File: config.mk
export PLATFORM = sky130hd
export DESIGN_NAME = fhe_op_scheduler
export DESIGN_NICKNAME = d
export VERILOG_FILES = /design/src/rtl/fhe_op_scheduler.sv
export SDC_FILE = /design/constraint.sdc
export NUM_CORES = 1
export LEC_CHECK = 0
export ABC_AREA = 1
export CORE_MARGIN = 2
export CORE_UTILIZATION = 61
export CTS_CLUSTER_DIAMETER = 60
export CTS_CLUSTER_SIZE = 20
export DETAILED_ROUTE_END_ITERATION = 8
export PLACE_DENSITY = 0.88
export SLEW_MARGIN = 20
export SYNTH_ARGS = -nofsm -noshare
export SYNTH_HDL_FRONTEND = slang
export SYNTH_SLANG_ARGS = --single-unit
File: constraint.sdc
create_clock -name clk -period 5.1 [get_ports clk]
set_input_delay 1.53 -clock clk [delete_from_list [all_inputs] [get_ports clk]]
set_output_delay 1.53 -clock clk [all_outputs]
set_load 0.05 [all_outputs]
File: src/rtl/fhe_op_scheduler.sv
// Command FIFO + sequencer that hands one FHE operation at a time to the controller.
// Optional watchdog in RUN is enabled by defining SCHED_TIMEOUT_EN.
module fhe_op_scheduler #(
  parameter int ADDR_WIDTH     = 10,
  parameter int FIFO_DEPTH     = 4,
  parameter int PTR_WIDTH      = 2,
  parameter int TAG_WIDTH      = 4,
  parameter int TIMEOUT_CYCLES = 1023
) (
  input  logic                  clk,
  input  logic                  rst_n,
  input  logic                  cmd_valid,
  output logic                  cmd_ready,
  input  logic [1:0]            cmd_opcode,
  input  logic [ADDR_WIDTH-1:0] cmd_op1_addr,
  input  logic [ADDR_WIDTH-1:0] cmd_op2_addr,
  input  logic [ADDR_WIDTH-1:0] cmd_out_addr,
  input  logic [TAG_WIDTH-1:0]  cmd_tag,
  output logic                  ctrl_config_en,
  output logic [1:0]            ctrl_opcode,
  output logic [ADDR_WIDTH-1:0] ctrl_op1_base_addr,
  output logic [ADDR_WIDTH-1:0] ctrl_op2_base_addr,
  output logic [ADDR_WIDTH-1:0] ctrl_out_base_addr,
  input  logic                  ctrl_done,
  output logic                  cpl_valid,
  output logic [TAG_WIDTH-1:0]  cpl_tag,
  output logic                  cpl_error,
  output logic                  busy,
  output logic [PTR_WIDTH:0]    queue_count,
  output logic [2:0]            dbg_state
);

  localparam logic [2:0] S_IDLE   = 3'd0;
  localparam logic [2:0] S_CONFIG = 3'd1;
  localparam logic [2:0] S_ARM    = 3'd2;
  localparam logic [2:0] S_RUN    = 3'd3;
  localparam logic [2:0] S_DONE   = 3'd4;

  localparam int ENTRY_W = 2 + 3 * ADDR_WIDTH + TAG_WIDTH;
  localparam logic [PTR_WIDTH:0] COUNT_FULL = (PTR_WIDTH + 1)'(FIFO_DEPTH);

  // Handshake: a command is taken on any clk edge where cmd_valid && cmd_ready;
  // cmd_ready depends only on the registered occupancy.
  logic [ENTRY_W-1:0]   mem_q [FIFO_DEPTH];
  logic [PTR_WIDTH-1:0] wr_ptr_q, rd_ptr_q;
  logic [PTR_WIDTH:0]   count_q;
  logic                 push, pop;

  logic [2:0]            state_q, state_d;
  logic                  cfg_en_q, cfg_en_d;
  logic [1:0]            opcode_q, opcode_d;
  logic [ADDR_WIDTH-1:0] op1_q, op1_d, op2_q, op2_d, out_q, out_d;
  logic [TAG_WIDTH-1:0]  cur_tag_q, cur_tag_d;
  logic                  cpl_valid_q, cpl_valid_d;
  logic [TAG_WIDTH-1:0]  cpl_tag_q, cpl_tag_d;

  assign cmd_ready = (count_q != COUNT_FULL);
  assign push      = cmd_valid && cmd_ready;
  assign pop       = (state_q == S_IDLE) && (count_q != '0);

  always_ff @(posedge clk) begin
    if (push) mem_q[wr_ptr_q] <= {cmd_opcode, cmd_op1_addr, cmd_op2_addr, cmd_out_addr, cmd_tag};
  end

  always_ff @(posedge clk) begin
    if (!rst_n) begin
      wr_ptr_q <= '0;
      rd_ptr_q <= '0;
      count_q  <= '0;
    end else begin
      if (push) wr_ptr_q <= wr_ptr_q + 1'b1;
      if (pop)  rd_ptr_q <= rd_ptr_q + 1'b1;
      case ({push, pop})
        2'b10:   count_q <= count_q + 1'b1;
        2'b01:   count_q <= count_q - 1'b1;
        default: count_q <= count_q;
      endcase
    end
  end

`ifdef SCHED_TIMEOUT_EN
  logic [9:0] wdog_q, wdog_d;
  logic       cpl_error_q, cpl_error_d;
`else
  logic unused_timeout_cfg;
  assign unused_timeout_cfg = (TIMEOUT_CYCLES != 0);
`endif

  always_comb begin
    state_d     = state_q;
    cfg_en_d    = 1'b0;
    opcode_d    = opcode_q;
    op1_d       = op1_q;
    op2_d       = op2_q;
    out_d       = out_q;
    cur_tag_d   = cur_tag_q;
    cpl_valid_d = 1'b0;
    cpl_tag_d   = cpl_tag_q;
`ifdef SCHED_TIMEOUT_EN
    wdog_d      = wdog_q;
    cpl_error_d = 1'b0;
`endif
    case (state_q)
      S_IDLE: begin
        if (pop) begin
          {opcode_d, op1_d, op2_d, out_d, cur_tag_d} = mem_q[rd_ptr_q];
          cfg_en_d = 1'b1;
          state_d  = S_CONFIG;
        end
      end
      S_CONFIG: state_d = S_ARM;
      // The controller drops its stale done on the config edge, so ARM never looks at it.
      S_ARM: begin
        state_d = S_RUN;
`ifdef SCHED_TIMEOUT_EN
        wdog_d  = '0;
`endif
      end
      S_RUN: begin
        if (ctrl_done) begin
          cpl_valid_d = 1'b1;
          cpl_tag_d   = cur_tag_q;
          state_d     = S_DONE;
        end
`ifdef SCHED_TIMEOUT_EN
        else if (wdog_q == 10'(TIMEOUT_CYCLES - 1)) begin
          cpl_valid_d = 1'b1;
          cpl_tag_d   = cur_tag_q;
          cpl_error_d = 1'b1;
          state_d     = S_DONE;
        end else begin
          wdog_d = wdog_q + 10'd1;
        end
`endif
      end
      S_DONE:  state_d = S_IDLE;
      default: state_d = S_IDLE;
    endcase
  end

  always_ff @(posedge clk) begin
    if (!rst_n) begin
      state_q     <= S_IDLE;
      cfg_en_q    <= 1'b0;
      opcode_q    <= '0;
      op1_q       <= '0;
      op2_q       <= '0;
      out_q       <= '0;
      cur_tag_q   <= '0;
      cpl_valid_q <= 1'b0;
      cpl_tag_q   <= '0;
`ifdef SCHED_TIMEOUT_EN
      wdog_q      <= '0;
      cpl_error_q <= 1'b0;
`endif
    end else begin
      state_q     <= state_d;
      cfg_en_q    <= cfg_en_d;
      opcode_q    <= opcode_d;
      op1_q       <= op1_d;
      op2_q       <= op2_d;
      out_q       <= out_d;
      cur_tag_q   <= cur_tag_d;
      cpl_valid_q <= cpl_valid_d;
      cpl_tag_q   <= cpl_tag_d;
`ifdef SCHED_TIMEOUT_EN
      wdog_q      <= wdog_d;
      cpl_error_q <= cpl_error_d;
`endif
    end
  end

`ifdef SCHED_TIMEOUT_EN
  assign cpl_error = cpl_error_q;
`else
  assign cpl_error = 1'b0;
`endif

  assign ctrl_config_en     = cfg_en_q;
  assign ctrl_opcode        = opcode_q;
  assign ctrl_op1_base_addr = op1_q;
  assign ctrl_op2_base_addr = op2_q;
  assign ctrl_out_base_addr = out_q;
  assign cpl_valid          = cpl_valid_q;
  assign cpl_tag            = cpl_tag_q;
  assign busy               = (state_q != S_IDLE);
  assign queue_count        = count_q;
  assign dbg_state          = state_q;

endmodule

==> qor.yml <==
cells_and_area:
  finalInstanceArea_mm2: 0.009803
  area_delta_synth_final_pct: 18.46
  final_common_cell: "nand2_1"
  finalNonFillerCells: 1166
  final_nets: 1023
  diodes: 0
  drive_gt1_share_pct: 5.152
  layout_common_cells: "nand2_1, inv_1, edfxtp_1"
setup_path:
  crit_start: "queue_count[1]"
  r2r_start: "queue_count[1]"
  worstPathMaxFanout: 4
  critPathMaxStageDelay_ns: 0.83
  crit_arrival_ns: 1.91
  critPathLaunchType: "flip-flop"
  cp-end-kind: "output pin"
  cp_slowest_cell: "clkdlybuf4s50_1"
  critPathKind: "reg -> out"
  crit_chain: "inv_2 > nand3_1 > clkdlybuf4s50_1"
  crit_required_ns: 3.57
worst_hold_path:
  holdCritPathClass: "reg -> reg"
  hold_path_startpoint: "cpl_tag[0]"
route:
  vias: 5929
  drtAntennaViolNets: 0
  drt-vias-per-instance: 5.085
  drt-total-wl_mm: 17.05
  dr.pass1.iters: 6
  drtIter0Drc: 616
  drcViolationCount: 0
  wire_per_inst_um: 14.62
timing:
  finClkSkew_ns: 0.009680
  slew_viol_final: 0
  grt_setup_unrepaired: "no"
  finalCritPeriodShare_pct: 67.36
  fmax_mhz: 291.1
  fin_crit_ns: 3.436
  slew_headroom_pct: 38.78
  hold_viol: 0
  worst_hold_slack_ns: 0.4696
  setup_viol: 0
  worst_pin_slew_ns: 0.9183
  tns_ns: 0
power:
  power_mw: 5.818
  peakVddDrop_v: 0.0004933
  p_leak_nw: 4.462
  p_per_area_mw_per_mm2: 593.4
die:
  die_h_um: 120.5
  placementRows: 42
  start_util_pct: 62.49
  ios: 87
  die_area_mm2: 0.01451
  coreArea_mm2: 0.01324
  fp.dieW_um: 120.5
global_route:
  antenna_found_initial: 0
  groute.usage.overall_pct: 24.63
  grt_overflow: 0
  grt_max_degree: 76
  grt_pass1_wl_mm: 27.46
  grt_pass1_vias: 5825
clock_network:
  cts-resized-gates: 0
  cts_tree: "yes"
  post-cts-setup-buffers: 0
  cts.clk_slew.worst_paths_ns: 0.06
  htree_num_levels: 4
  clk_latency_ns: 0.44
  clk_root_buffer_cell: "clkbuf_16"
  cts_buffer_depth: 2
  hold_buffers: 0
  cts_sinks: 196
  numCtsBuffers: 17
placed_design:
  gp_congestion: 0.7775
  hpwl_mm: 9.687
  place_inst: 1134
  portBuffers: 85
  dpl_cell_area_mm2: 0.009233
yosys:
  syn_inst: 903
  ys.warnings.count: 0
  ys_ff_latch: 196
  syn_nets: 949
  synth_top_cell_area_share_pct: 52.25
  yosys.area.top_type: "edfxtp_1"
  synthTopCellsByArea: "edfxtp_1, dfxtp_1, nand2_1"
  syn_avg_cell_area_um2: 9.164
  synth-seq-area-share_pct: 64.83
  ys_types: 22
  synth_area_mm2: 0.008275
job:
  cap_violations: 0
outcome:
  status: "complete, no violations"
[worst max-delay path: cells and delay by family, from the launching register on]
family | cells | cell delay, ns
flip-flops | 1 | 0.40
buffers and inverters | 2 | 0.91
AND/OR/NAND/NOR | 1 | 0.16
[layer usage]
metal | GRT usage (%) | part of all wire, % | vias to the layer above
met5 | 0 | 0 | -
met4 | 10.10 | 1.3 | 0
met3 | 5.047 | 7.7 | 21
met2 | 42.02 | 52 | 258
met1 | 30.79 | 39 | 2758
li1 | - | - | 2892
[flip-flops by register name (all words and copies together) (netlist names)]
| name | count |
|---|---|
| cpl_tag | 4 |
| cpl_valid | 1 |
| ctrl_config_en | 1 |
| ctrl_op1_base_addr | 10 |
| ctrl_op2_base_addr | 10 |
| ctrl_opcode | 2 |
| ctrl_out_base_addr | 10 |
| cur_tag_q | 4 |
| dbg_state | 3 |
| mem_q | 144 |
| queue_count | 3 |
| rd_ptr_q | 2 |
| wr_ptr_q | 2 |
[where the power goes]
part / switching (mW) / internal, mW
clock: 0.558 / 0.742
sequential: 0.156 / 2.01
combinational: 1.65 / 0.708
[cells in the mapped netlist (all sizes together)]
cell	number
clkbuf	14
fa	1
edfxtp	144
ha	5
nor2	87
o21ai	2
conb	1
a31oi	1
inv	201
buf	23
dfxtp	52
nand2	275
a21oi	9
nand3	87
nor3	1
[layout make-up]
| type | instances | area (um^2) |
|---|---|---|
| tap | 176 | 220.2 |
| timing repair buffer | 92 | 898.4 |
| sequential | 196 | 5368 |
| inverter | 201 | 757.0 |
| multi-input combinational | 469 | 1989 |
| fill | 869 | 3440 |
| clock inverter | 10 | 106.4 |
| clock buffer | 22 | 464.2 |
[cells by family (layout without fill, tap and decap cells)]
group                      count (synthesis)  count (layout)  share of synthesized area [%]
DFF                                      196             196                          64.83
and+or+nand+nor                          450             450                          21.89
AOI/OAI and AO/OA                         12              12                         0.7407
buffers and inverters                    238             325                          11.49
other                                      1               1                        0.04531
adders and majority gates                  6               6                         0.9979
[final timing paths]
path / depth (start not counted) / to / slack [ns]
worst max register to register: 14 / queue_count[2] / 2.61
worst max-delay path: 3 / cmd_ready / 1.66
worst min register to register: 2 / cpl_tag[0] / 0.47
worst min-delay path: 2 / cpl_tag[0] / 0.47
[through the flow]
stage / utilization [%] / worst slack, ns
finish: 74.03 / 1.664
detailed placement: 69.72 / 1.357
global route: 74.03 / 1.588
global placement: 69.70 / 1.396
floorplan: - / 1.432
CTS: 74.03 / 1.659
Note: power is estimated with default switching activity, not from simulation.
